File: src/rtl/m_pkg.sv
// Shared types for the match pipeline: input word format and lane helpers.
package m_pkg;

    localparam int BYTES_PER_WORD = 4;

    typedef logic [BYTES_PER_WORD-1:0][7:0] data_t;
    typedef logic [1:0] byte_idx_t;

    typedef struct packed {
        logic      sop;
        logic      eop;
        byte_idx_t length;
        data_t     data;
    } in_t;

    // Bit i set when lane i holds a valid byte (length counts from zero).
    function automatic logic [BYTES_PER_WORD-1:0] len_to_unary_mask(input byte_idx_t len);
        logic [BYTES_PER_WORD-1:0] mask;
        for (int i = 0; i < BYTES_PER_WORD; i++) begin
            mask[i] = (i <= int'(len));
        end
        return mask;
    endfunction

endpackage

File: src/rtl/m_in_packer_oreg.sv
// Single-entry output register with vld/accept handshake; a load always wins
// over a drain, so a new word can replace an accepted one with no bubble.
module m_in_packer_oreg #(
    parameter type T = logic
) (
    input  logic clk,
    input  logic arst_n,
    input  logic load,
    input  T     load_data,
    input  logic accept,
    output logic vld,
    output T     data
);

    always_ff @(posedge clk or negedge arst_n) begin
        if (!arst_n) begin
            vld  <= 1'b0;
            data <= '0;
        end else if (load) begin
            vld  <= 1'b1;
            data <= load_data;
        end else if (accept) begin
            vld  <= 1'b0;
        end
    end

endmodule

File: src/rtl/m_in_packer.sv
// Byte-serial to m_pkg::in_t word packer with one parked word of slack.
// Build option: M_IN_PACKER_ZERO_PAD_EN zeroes lanes above length.
module m_in_packer
    import m_pkg::*;
(
    input  logic       clk,
    input  logic       arst_n,
    input  logic       in_vld,
    input  logic [7:0] in_byte,
    input  logic       in_last,
    output logic       in_accept,
    output logic       out_vld,
    output in_t        out,
    input  logic       out_accept
);

    logic [2:0][7:0] acc_data;
    byte_idx_t       acc_cnt;
    logic            acc_sop;
    logic            held;
    logic [7:0]      hold_byte;
    logic            hold_eop;

    logic            oreg_free;
    logic            in_fire;
    logic            completes;
    logic            load;
    logic [7:0]      word_byte;
    logic            word_eop;
    in_t             word;

    // Backpressure comes only from the parked-word flag, never from out_accept.
    assign in_accept = !held;
    assign oreg_free = !out_vld || out_accept;
    assign in_fire   = in_vld && in_accept;
    assign completes = in_fire && (in_last || acc_cnt == 2'd3);
    assign word_byte = held ? hold_byte : in_byte;
    assign word_eop  = held ? hold_eop  : in_last;
    assign load      = (held || completes) && oreg_free;

`ifdef M_IN_PACKER_ZERO_PAD_EN
    logic [BYTES_PER_WORD-1:0] lane_mask;
`endif

    always_comb begin
        word              = '0;
        word.sop          = acc_sop;
        word.eop          = word_eop;
        word.length       = acc_cnt;
        word.data[2:0]    = acc_data;
        word.data[3]      = word_byte;
        word.data[acc_cnt] = word_byte;
`ifdef M_IN_PACKER_ZERO_PAD_EN
        lane_mask = len_to_unary_mask(acc_cnt);
        for (int i = 0; i < BYTES_PER_WORD; i++) begin
            if (!lane_mask[i]) begin
                word.data[i] = 8'h00;
            end
        end
`endif
    end

    // The completing byte is parked in hold_byte rather than the accumulator,
    // so a full 4-byte word can wait while acc_cnt still indexes its last lane.
    always_ff @(posedge clk or negedge arst_n) begin
        if (!arst_n) begin
            acc_data  <= '0;
            acc_cnt   <= '0;
            acc_sop   <= 1'b1;
            held      <= 1'b0;
            hold_byte <= 8'h00;
            hold_eop  <= 1'b0;
        end else if (held) begin
            if (oreg_free) begin
                held    <= 1'b0;
                acc_cnt <= '0;
                acc_sop <= hold_eop;
            end
        end else if (completes) begin
            if (oreg_free) begin
                acc_cnt <= '0;
                acc_sop <= in_last;
            end else begin
                held      <= 1'b1;
                hold_byte <= in_byte;
                hold_eop  <= in_last;
            end
        end else if (in_fire) begin
            case (acc_cnt)
                2'd0:    acc_data[0] <= in_byte;
                2'd1:    acc_data[1] <= in_byte;
                default: acc_data[2] <= in_byte;
            endcase
            acc_cnt <= acc_cnt + 2'd1;
        end
    end

    m_in_packer_oreg #(
        .T (in_t)
    ) u_oreg (
        .clk       (clk),
        .arst_n    (arst_n),
        .load      (load),
        .load_data (word),
        .accept    (out_accept),
        .vld       (out_vld),
        .data      (out)
    );

endmodule

File: config.mk
export PLATFORM = sky130hd
export DESIGN_NAME = m_in_packer
export DESIGN_NICKNAME = d
export VERILOG_FILES = /design/src/rtl/m_pkg.sv /design/src/rtl/m_in_packer_oreg.sv /design/src/rtl/m_in_packer.sv
export SDC_FILE = /design/constraint.sdc
export NUM_CORES = 1
export LEC_CHECK = 0
export ABC_AREA = 1
export CAP_MARGIN = 20
export CORE_MARGIN = 5
export CORE_UTILIZATION = 40
export CTS_BUF_LIST = sky130_fd_sc_hd__clkbuf_4 sky130_fd_sc_hd__clkbuf_8
export DETAILED_ROUTE_END_ITERATION = 8
export GPL_ROUTABILITY_DRIVEN = 0
export PLACE_DENSITY_LB_ADDON = 0.12
export SYNTH_ARGS = -nofsm -noshare
export SYNTH_HDL_FRONTEND = slang
export SYNTH_SLANG_ARGS = --single-unit
File: constraint.sdc
create_clock -name clk -period 1.8 [get_ports clk]
set_input_delay 0.36 -clock clk [delete_from_list [all_inputs] [get_ports clk]]
set_output_delay 0.36 -clock clk [all_outputs]
set_load 0.05 [all_outputs]
==> results.md, run 1 <==
- Relative to the synthesized area, the layout overhead comes to 29.5%.
- The share of post-route cells with drive strength above 1 is 22.4%.
- The layout net count is 449.
- The endpoint of the worst hold-timing path is acc_sop$_DFFE_PN1P_.
- Once detail routing completed, the nets flagged for antenna violations numbered 0.
- STA puts the critical path data required time at 2040 ps.
- The number of core rows is 32.
- CTS built an H-tree with a depth of 3.
- Ranked by total cell area, the synthesized netlist is headed by sky130_fd_sc_hd__dfrtp_1 (57%), sky130_fd_sc_hd__nand2_1 (11%), sky130_fd_sc_hd__o21ai_1 (7.2%).
- The initial utilization of the core area, before any placement, comes to 41.3%.
- In this run the standard cell core region covers 7770 um2.
- The detailed router finished its first iteration with 89 violations.
- The floorplan step set the die width to 99.5 um.
- Dividing the detail-routed wire length by the instance count gives 14.9 um.
- The worst voltage drop across the vdd grid is 0.807 mV.
- TritonCTS built the clock tree.
- The via density per instance is 4.81.
- The largest individual stage delay along the critical path comes from the cell sky130_fd_sc_hd__dfrtp_1.
- Summed over all layers, the routed wires come to 8030 um.
- The most frequently used flop master after synthesis is sky130_fd_sc_hd__dfrtp_1.
- At the later pin of the worst-skew pair, clock insertion delay measures 350 ps.
- The net count of the mapped netlist is 373.
- The maximum clock frequency is 615 MHz.
- The flow ran to the end, and the final reports show no timing, DRC or antenna violations.
- The total negative slack is 0 ps.
- Setup slack on the critical path of the routed design comes to 173 ps.
- The startpoint of the lowest-slack hold path is acc_sop$_DFFE_PN1P_.
- Of all cell types, the one taking the most synthesized area is sky130_fd_sc_hd__dfrtp_1.
- The height of the chip is 99.5 um.
- The core utilization of the finished layout is 53.5%.
- Subtracting the final worst setup slack from the clock period gives 1630 ps.
- The critical register-to-register path endpoint is acc_data[7]$_DFFE_PN0P_.
- At the placement stage, the worst setup path has a slack of -33.1 ps.
- Data arrives at the worst endpoint at 1860 ps.
- The share of async-settable or async-resettable flops after synthesis is 100%.
- Summing every instance area after synthesis gives 3210 um2.
- The cell count of the worst reg-to-reg path is 7.
- The worst clock skew is 7.24 ps.
- The residual overflow from global routing is 0.
- The via count of the first global-routing pass came to 2,575.
- Synthesis produced a netlist whose cell count is 356.
- After synthesis, flip-flops and latches occupy 57.8% of the total area.
- During synthesis, Yosys emitted a total of 0 warnings.
- The DRC violations left is 0.
- By instance count, the cell type seen most on the critical path is sky130_fd_sc_hd__nand2_2.
- The critical setup path kind is reg2reg.
- The area used by multi-input combinational logic is 1180 um2.
- In this run the biggest area consumer among cell types represents 57.0% of the synthesized area.
- For this design the ratio of total power to cell area is 1980 nW/um2.
- TritonCTS created 9 clock buffers.
- Setup repair after global routing could not meet its margin everywhere.
- Of the available clock period, the critical path in the final layout requires 90.4%.
- Headroom to the max-slew limit came out at 56.9%.
- The number of I/O port buffers is 50.
- The clock tree root buffer cell is sky130_fd_sc_hd__clkbuf_8.
- CTS saw 74 sinks.
- The total number of vias is 2,592.
- After synthesis the netlist holds a flip-flop and latch count of 74.
- Clock-pin slew was measured on the worst setup and hold paths at 70 ps.
- The number of endpoints with negative hold slack in the final report came to 0.
- The post-CTS setup buffer count is 0.
- The largest fanout on the critical path is 16.
- The final setup violation count is 0.
- The max-cap check violation count is 0.
- The antenna diode instance count is 0.
- The initial antenna violation count was 0.
- For this run, the detailed router's first-pass iteration total came to 4.
- The mean area per synthesized cell is 9.00 um2.
- Entering global routing, the biggest net connects 35 pins.
- Traced cell by cell, the critical path runs through ha_1, inv_1, nand2_2, nor3_2, nand2_2, nand2_1, o21ai_1.
- The die covers 9900 um2.
- The setup slack on the worst flop-to-flop path is 170 ps.
- The most repeated cell in the gate-level netlist after synthesis is sky130_fd_sc_hd__nand2_1.
- The tightest hold path in the finished design has a slack of 465 ps.
- The max-slew violation count is 0.
- The global-route wire length before repair is 13,500 um.
- The HPWL reported at the end of detailed placement is 6000 um.
- The critical path starts at acc_cnt[0]$_DFFE_PN0P_.
- Yosys mapped a number of flops with a built-in enable equal to 0.
- The transition time at the pin with the least slew margin is 639 ps.
- The start of the worst register-to-register path is acc_cnt[0]$_DFFE_PN0P_.
- For this design the static power due to leakage is 2.07 nW.
- The register cell area after layout is 1850 um2.
- The clock passes through at most 2 buffers.
- The global-route usage over all layers is 17.5%.
- The layout filler cell count is 741.
- The largest single stage delay on the critical path is 420 ps.
- Counting instances in the post-synthesis netlist gives the leading cell types as sky130_fd_sc_hd__nand2_1 (96), sky130_fd_sc_hd__dfrtp_1 (73), sky130_fd_sc_hd__o21ai_1 (46).
- Counting distinct cell types in the post-synthesis netlist gives 24.
- The post-route total power is 0.00822 W.
- Along the worst hold path, the cell count comes to 2.
- 51 I/O pins were placed.
- The worst hold path belongs to the class reg2reg.
- The element type at the critical path end is a flip-flop.
- The worst setup path is launched from a flip-flop.
## final cells by class
cell class / instances / area share (%)
sequential: 74 / 44.7
tap: 102 / 3.07
clock inverter: 5 / 0.723
inverter: 21 / 1.90
multi-input combinational: 243 / 28.4
timing repair buffer: 83 / 17.8
clock buffer: 11 / 3.50
## layer usage
| layer | global-route usage [%] | wire length [um] |
|---|---|---|
| met5 | 0 | 0 |
| met4 | 5.99 | 112 |
| met3 | 4.98 | 379 |
| met2 | 25.9 | 3510 |
| met1 | 24.8 | 4030 |
## where the power goes
part	switching [W]	total [W]	internal, W
clock	0.000606	0.00115	0.000545
sequential	0.000433	0.00286	0.00242
combinational	0.00275	0.00421	0.00146
total	0.00379	0.00822	0.00443
## per-stage QoR
stage / area (um2) / instances
after floorplan: 3210 / 356
after global placement: 3970 / 522
after detailed placement: 3970 / 522
after CTS: 4150 / 539
after global routing: 4150 / 539
final: 4150 / 539
## worst max path at each step
stage	to	slack [ps]
2_1_floorplan	acc_data[21]$_DFFE_PN0P_	310
3_3_place_gp	acc_data[13]$_DFFE_PN0P_	4
3_5_place_dp	u_oreg.data[11]$_DFFE_PN0P_	-30
4_1_cts	in_accept	140
5_1_grt	acc_data[9]$_DFFE_PN0P_	-2
6_report	acc_data[7]$_DFFE_PN0P_	170
## state kept, by name, indices dropped and copies added, names as in the netlist
signal	cells
acc_data	24
u_oreg.data	36
acc_sop	1
held	1
hold_byte	8
acc_cnt	2
u_oreg.vld	1
hold_eop	1
## worst max-delay path: cells and delay by family, from the launching register on
family	cells	cell delay, ps
flip-flops	1	420
AND/OR/NAND/NOR	4	750
adder cells (fa/ha/maj)	1	210
AO/OA/AOI/OAI	1	70
buffers and inverters	1	60
## cell families after synthesis
kind of cell,after synthesis,share of synthesized area (%)
AND/OR/NAND/NOR,146,18.7
AO/OA/AOI/OAI,93,16.5
flip-flops,74,57.8
buffers and inverters,39,5.43
adder cells (fa/ha/maj),4,1.56
## cells in the final DEF (no fill, tap or decap)
cell                              synthesis  layout
sky130_fd_sc_hd__nand2_1                 96      96
sky130_fd_sc_hd__dfrtp_1                 73      72
sky130_fd_sc_hd__buf_4                    1      63
sky130_fd_sc_hd__o21ai_1                 46      46
sky130_fd_sc_hd__nor2_1                  29      29
sky130_fd_sc_hd__o21bai_1                24      24
sky130_fd_sc_hd__o21ai_0                 22      22
sky130_fd_sc_hd__inv_1                   19      19
sky130_fd_sc_hd__nand3_1                 12      12
sky130_fd_sc_hd__clkdlybuf4s50_1          0      11
sky130_fd_sc_hd__clkbuf_8                 0      10
sky130_fd_sc_hd__buf_12                   0       7
sky130_fd_sc_hd__nand2_2                  4       4
sky130_fd_sc_hd__ha_1                     4       4
sky130_fd_sc_hd__clkinv_2                 0       3
sky130_fd_sc_hd__clkinvlp_4               0       2
sky130_fd_sc_hd__nor2_2                   1       1
sky130_fd_sc_hd__nand2_4                  1       1
sky130_fd_sc_hd__clkinv_1                 1       1
sky130_fd_sc_hd__inv_2                    1       1
sky130_fd_sc_hd__nor3_2                   1       1
sky130_fd_sc_hd__nand4_2                  1       1
sky130_fd_sc_hd__nand4_1                  1       1
sky130_fd_sc_hd__o31ai_1                  1       1
sky130_fd_sc_hd__dfstp_2                  1       1
sky130_fd_sc_hd__clkbuf_4                 0       1
sky130_fd_sc_hd__dfrtp_2                  0       1
sky130_fd_sc_hd__dlygate4sd3_1            0       1
sky130_fd_sc_hd__buf_2                   13       1
## timing repair
| item | in CTS | in global routing |
|---|---|---|
| hold buffers | 1 | 0 |
| gates resized for setup | 1 | 0 |
| gates cloned | 0 | 0 |
| hold endpoints to repair | 14 | 0 |
| setup endpoints to repair | 1 | 1 |
Power figures use the tool's default switching activity.
==> run 2, diff against run 1 <==
Settings changed: GPL_TIMING_DRIVEN set to 0, TNS_END_PERCENT set to 50.
==> results.md, run 2 (synthesized netlist as in run 1, its figures left out) <==
- The detailed-route wire length per cell is 15.7 um (was 14.9 um).
- The worst clock skew is 6.90 ps (was 7.24 ps).
- The number of levels in the clock H-tree is 3 (unchanged).
- The residual overflow from global routing is 0 (unchanged).
- The maximum clock frequency is 599 MHz (was 615 MHz).
- The layout filler cell count is 781 (was 741).
- The sort of element at the start of the critical path is a flip-flop (unchanged).
- The clock-pin slew reported for the worst setup and hold paths after clock tree synthesis is 80 ps (was 70 ps).
- The cell count of the worst reg-to-reg path is 9 (was 7).
- The register with the highest flop count was u_oreg.data (unchanged).
- The class of the most critical hold timing path was in2async (was reg2reg).
- The via density per instance is 4.86 (was 4.81).
- The height of the chip is 99.5 um (unchanged).
- The cell family with the largest share of critical-path delay is simple AND/OR/NAND/NOR gates (unchanged).
- The relative slew slack is 53.1% (was 56.9%).
- The flip-flop count of the largest register, all copies and words added is 36 (unchanged).
- The number of core rows is 32 (unchanged).
- The largest fanout on the critical path was 10 (was 16).
- The number of endpoints with negative hold slack in the final report is 0 (unchanged).
- The slowest cell on the critical path is sky130_fd_sc_hd__dfrtp_1 (unchanged).
- The peak per-stage delay on the critical path is 420 ps (about the same).
- The placed standard-cell area is 3860 um2 (was 3970 um2).
- Critical path cell sequence: ha_1, inv_1, nand2_2, nand2_1, nand2_2, nand2_4, buf_2, nand2_1, o21ai_1 (was ha_1, inv_1, nand2_2, nor3_2, nand2_2, nand2_1, o21ai_1).
- The via count of the first global-routing pass is 2,398 (was 2,575).
- The detailed-routing iteration count for the pre-antenna-repair pass is 4 (unchanged).
- The worst voltage drop across the vdd grid came to 0.914 mV (was 0.807 mV).
- The final antenna-violating net count was 0 (unchanged).
- The final critical-path required period is 1670 ps (was 1630 ps).
- The most common cell after layout, fill and taps aside is sky130_fd_sc_hd__nand2_1 (unchanged).
- Setup repair after global routing missed its margin: true (unchanged).
- The transition time at the pin with the least slew margin is 696 ps (was 639 ps).
- The setup slack on the worst flop-to-flop path is 130 ps (was 170 ps).
- The max-slew violation count is 0 (unchanged).
- The HPWL reported at the end of detailed placement is 5750 um (was 6000 um).
- The portion of the clock cycle consumed by the worst path in the final layout came to 92.7% (was 90.4%).
- The power density over the cells is 2010 nW/um2 (was 1980 nW/um2).
- The largest net degree at the start of global routing is 64 (was 35).
- The post-CTS setup buffer count is 0 (unchanged).
- The starting density of the core is 41.3% (unchanged).
- Result of the run: finished, final reports clean (unchanged).
- The clock tree from TritonCTS was done (unchanged).
- The initial antenna violation count was 0 (unchanged).
- The DRC violations left is 0 (unchanged).
- The static leakage came to 2.02 nW (was 2.07 nW).
- The total number of vias is 2,556 (was 2,592).
- The max-cap check violation count is 0 (unchanged).
- The die area is 9900 um2 (unchanged).
- The number of CTS-inserted buffers is 9 (unchanged).
- The maximum root-to-sink buffer count was 2 (unchanged).
- The global-route wire length before repair came to 13,200 um (was 13,500 um).
- The insertion delay of the later-clocked pin in the worst-skew pair came to 340 ps (was 350 ps).
- The synthesis-to-finish area growth is 26.8% (was 29.5%).
- The total core area came to 7770 um2 (unchanged).
- The total buffers and inverters traversed by the critical path is 2 (was 1).
- The critical path data arrival time is 1940 ps (was 1860 ps).
- The count of boundary I/O pins is 51 (unchanged).
- The register cell area after layout was 1850 um2 (about the same).
- The share of post-route cells with drive strength above 1 is 10.8% (was 22.4%).
- The final setup violation count was 0 (unchanged).
- The post-layout instance area was 4060 um2 (was 4150 um2).
- The element type at the critical path end is a flip-flop (unchanged).
- The required time at the worst-slack endpoint was 2070 ps (was 2040 ps).
- Top flop regs: u_oreg.data (36), acc_data (24), hold_byte (8) (unchanged).
- The initial DRC count is 133 (was 89).
- The clock tree root buffer cell was sky130_fd_sc_hd__clkbuf_8 (unchanged).
- The number of I/O port buffers was 50 (unchanged).
- The total detailed-routing wirelength was 8270 um (was 8030 um).
- The die boundary width came to 99.5 um (unchanged).
- The global-route usage over all layers is 17.3% (was 17.5%).
- The total negative slack is 0 ps (unchanged).
- The antenna diode instance count came to 0 (unchanged).
- The clock sink total is 74 (unchanged).
- The start of the worst register-to-register path is acc_cnt[0]$_DFFE_PN0P_ (unchanged).
- Top library cells by usage in the layout, fill and taps aside: sky130_fd_sc_hd__nand2_1 (96), sky130_fd_sc_hd__dfrtp_1 (73), sky130_fd_sc_hd__o21ai_1 (51) (was sky130_fd_sc_hd__nand2_1 (96), sky130_fd_sc_hd__dfrtp_1 (72), sky130_fd_sc_hd__buf_4 (63)).
- The critical setup path kind was reg2reg (unchanged).
- The layout net count is 436 (was 449).
- The area used by multi-input combinational logic came to 1190 um2 (was 1180 um2).
- The critical register-to-register path endpoint was u_oreg.data[4]$_DFFE_PN0P_ (was acc_data[7]$_DFFE_PN0P_).
[run 2: cell count changes in the layout (fill, tap and decap cells not counted), moves of 2 or more]
cell | before | now
sky130_fd_sc_hd__clkinv_2 | 3 | 1
sky130_fd_sc_hd__buf_2 | 1 | 12
sky130_fd_sc_hd__o21ai_1 | 46 | 51
sky130_fd_sc_hd__buf_12 | 7 | 0
sky130_fd_sc_hd__clkbuf_1 | 0 | 2
sky130_fd_sc_hd__buf_4 | 63 | 2
sky130_fd_sc_hd__clkbuf_2 | 0 | 2
sky130_fd_sc_hd__clkbuf_8 | 10 | 13
sky130_fd_sc_hd__o21ai_0 | 22 | 17
sky130_fd_sc_hd__dlygate4sd2_1 | 0 | 37
[run 2: area by class of cell]
type / count / area share [%]
Tap cell: 102 / 3.14
Timing Repair Buffer: 52 / 11.9
Inverter: 21 / 2.03
Multi-Input combinational cell: 243 / 29.4
Buffer: 18 / 2.43
Sequential cell: 74 / 45.6
Clock inverter: 3 / 1.11
Clock buffer: 13 / 4.40
[run 2: worst max-delay path by stage]
stage | startpoint | end | slack, ps | cells after the start
finish | acc_cnt[0]$_DFFE_PN0P_ | u_oreg.data[4]$_DFFE_PN0P_ | 130 | 9
detailed placement | in_byte[3] | u_oreg.data[3]$_DFFE_PN0P_ | -380 | 5
CTS | held$_DFF_PN0_ | u_oreg.data[14]$_DFFE_PN0P_ | -30 | 4
global route | acc_cnt[0]$_DFFE_PN0P_ | u_oreg.data[13]$_DFFE_PN0P_ | -4 | 9
floorplan | acc_cnt[0]$_DFFE_PN0P_ | acc_data[21]$_DFFE_PN0P_ | 310 | 8
global placement | arst_n | u_oreg.data[13]$_DFFE_PN0P_ | -2230 | 1
[run 2: per-layer routing]
layer | GRT usage (%) | vias up | share of wire [%]
met1 | 26.4 | 1189 | 49
met2 | 24.5 | 74 | 43
met4 | 6.30 | 0 | 1.7
met5 | 0 | - | 0
li1 | - | 1281 | -
met3 | 3.09 | 12 | 6.5
[run 2: power by group]
group / total, W / internal [W] / switching (W)
clock network: 0.00141 / 0.000792 / 0.000622
registers: 0.00282 / 0.00242 / 0.000394
logic: 0.00393 / 0.00120 / 0.00273
total: 0.00816 / 0.00441 / 0.00375
[run 2: through the flow]
step | hold WS [ps] | util (%) | total power, W | setup WS [ps] | cells
6_report | 403 | 52.3 | 0.00816 | 131 | 526
2_1_floorplan | 64.4 | - | 0.00569 | 311 | 356
3_5_place_dp | 224 | 49.7 | 0.00704 | -382 | 509
5_1_grt | 419 | 52.3 | 0.00868 | -4.06 | 526
3_3_place_gp | 455 | 49.4 | 0.00698 | -2230 | 508
4_1_cts | 398 | 52.2 | 0.00822 | -26.7 | 526
[run 2: repair_timing]
| action | 4_1_cts | 5_1_grt |
|---|---|---|
| setup endpoints to repair | 51 | 22 |
| hold buffers | 1 | 0 |
| gates resized for setup | 42 | 9 |
| hold endpoints to repair | 11 | 0 |
[run 2: worst register-to-register path, delay by kind of cell (launching register included)]
| kind | cells | cell delay [ps] |
|---|---|---|
| buf+inv | 2 | 310 |
| fa+ha+maj | 1 | 210 |
| simple gates | 5 | 580 |
| flops | 1 | 420 |
| compound gates | 1 | 70 |
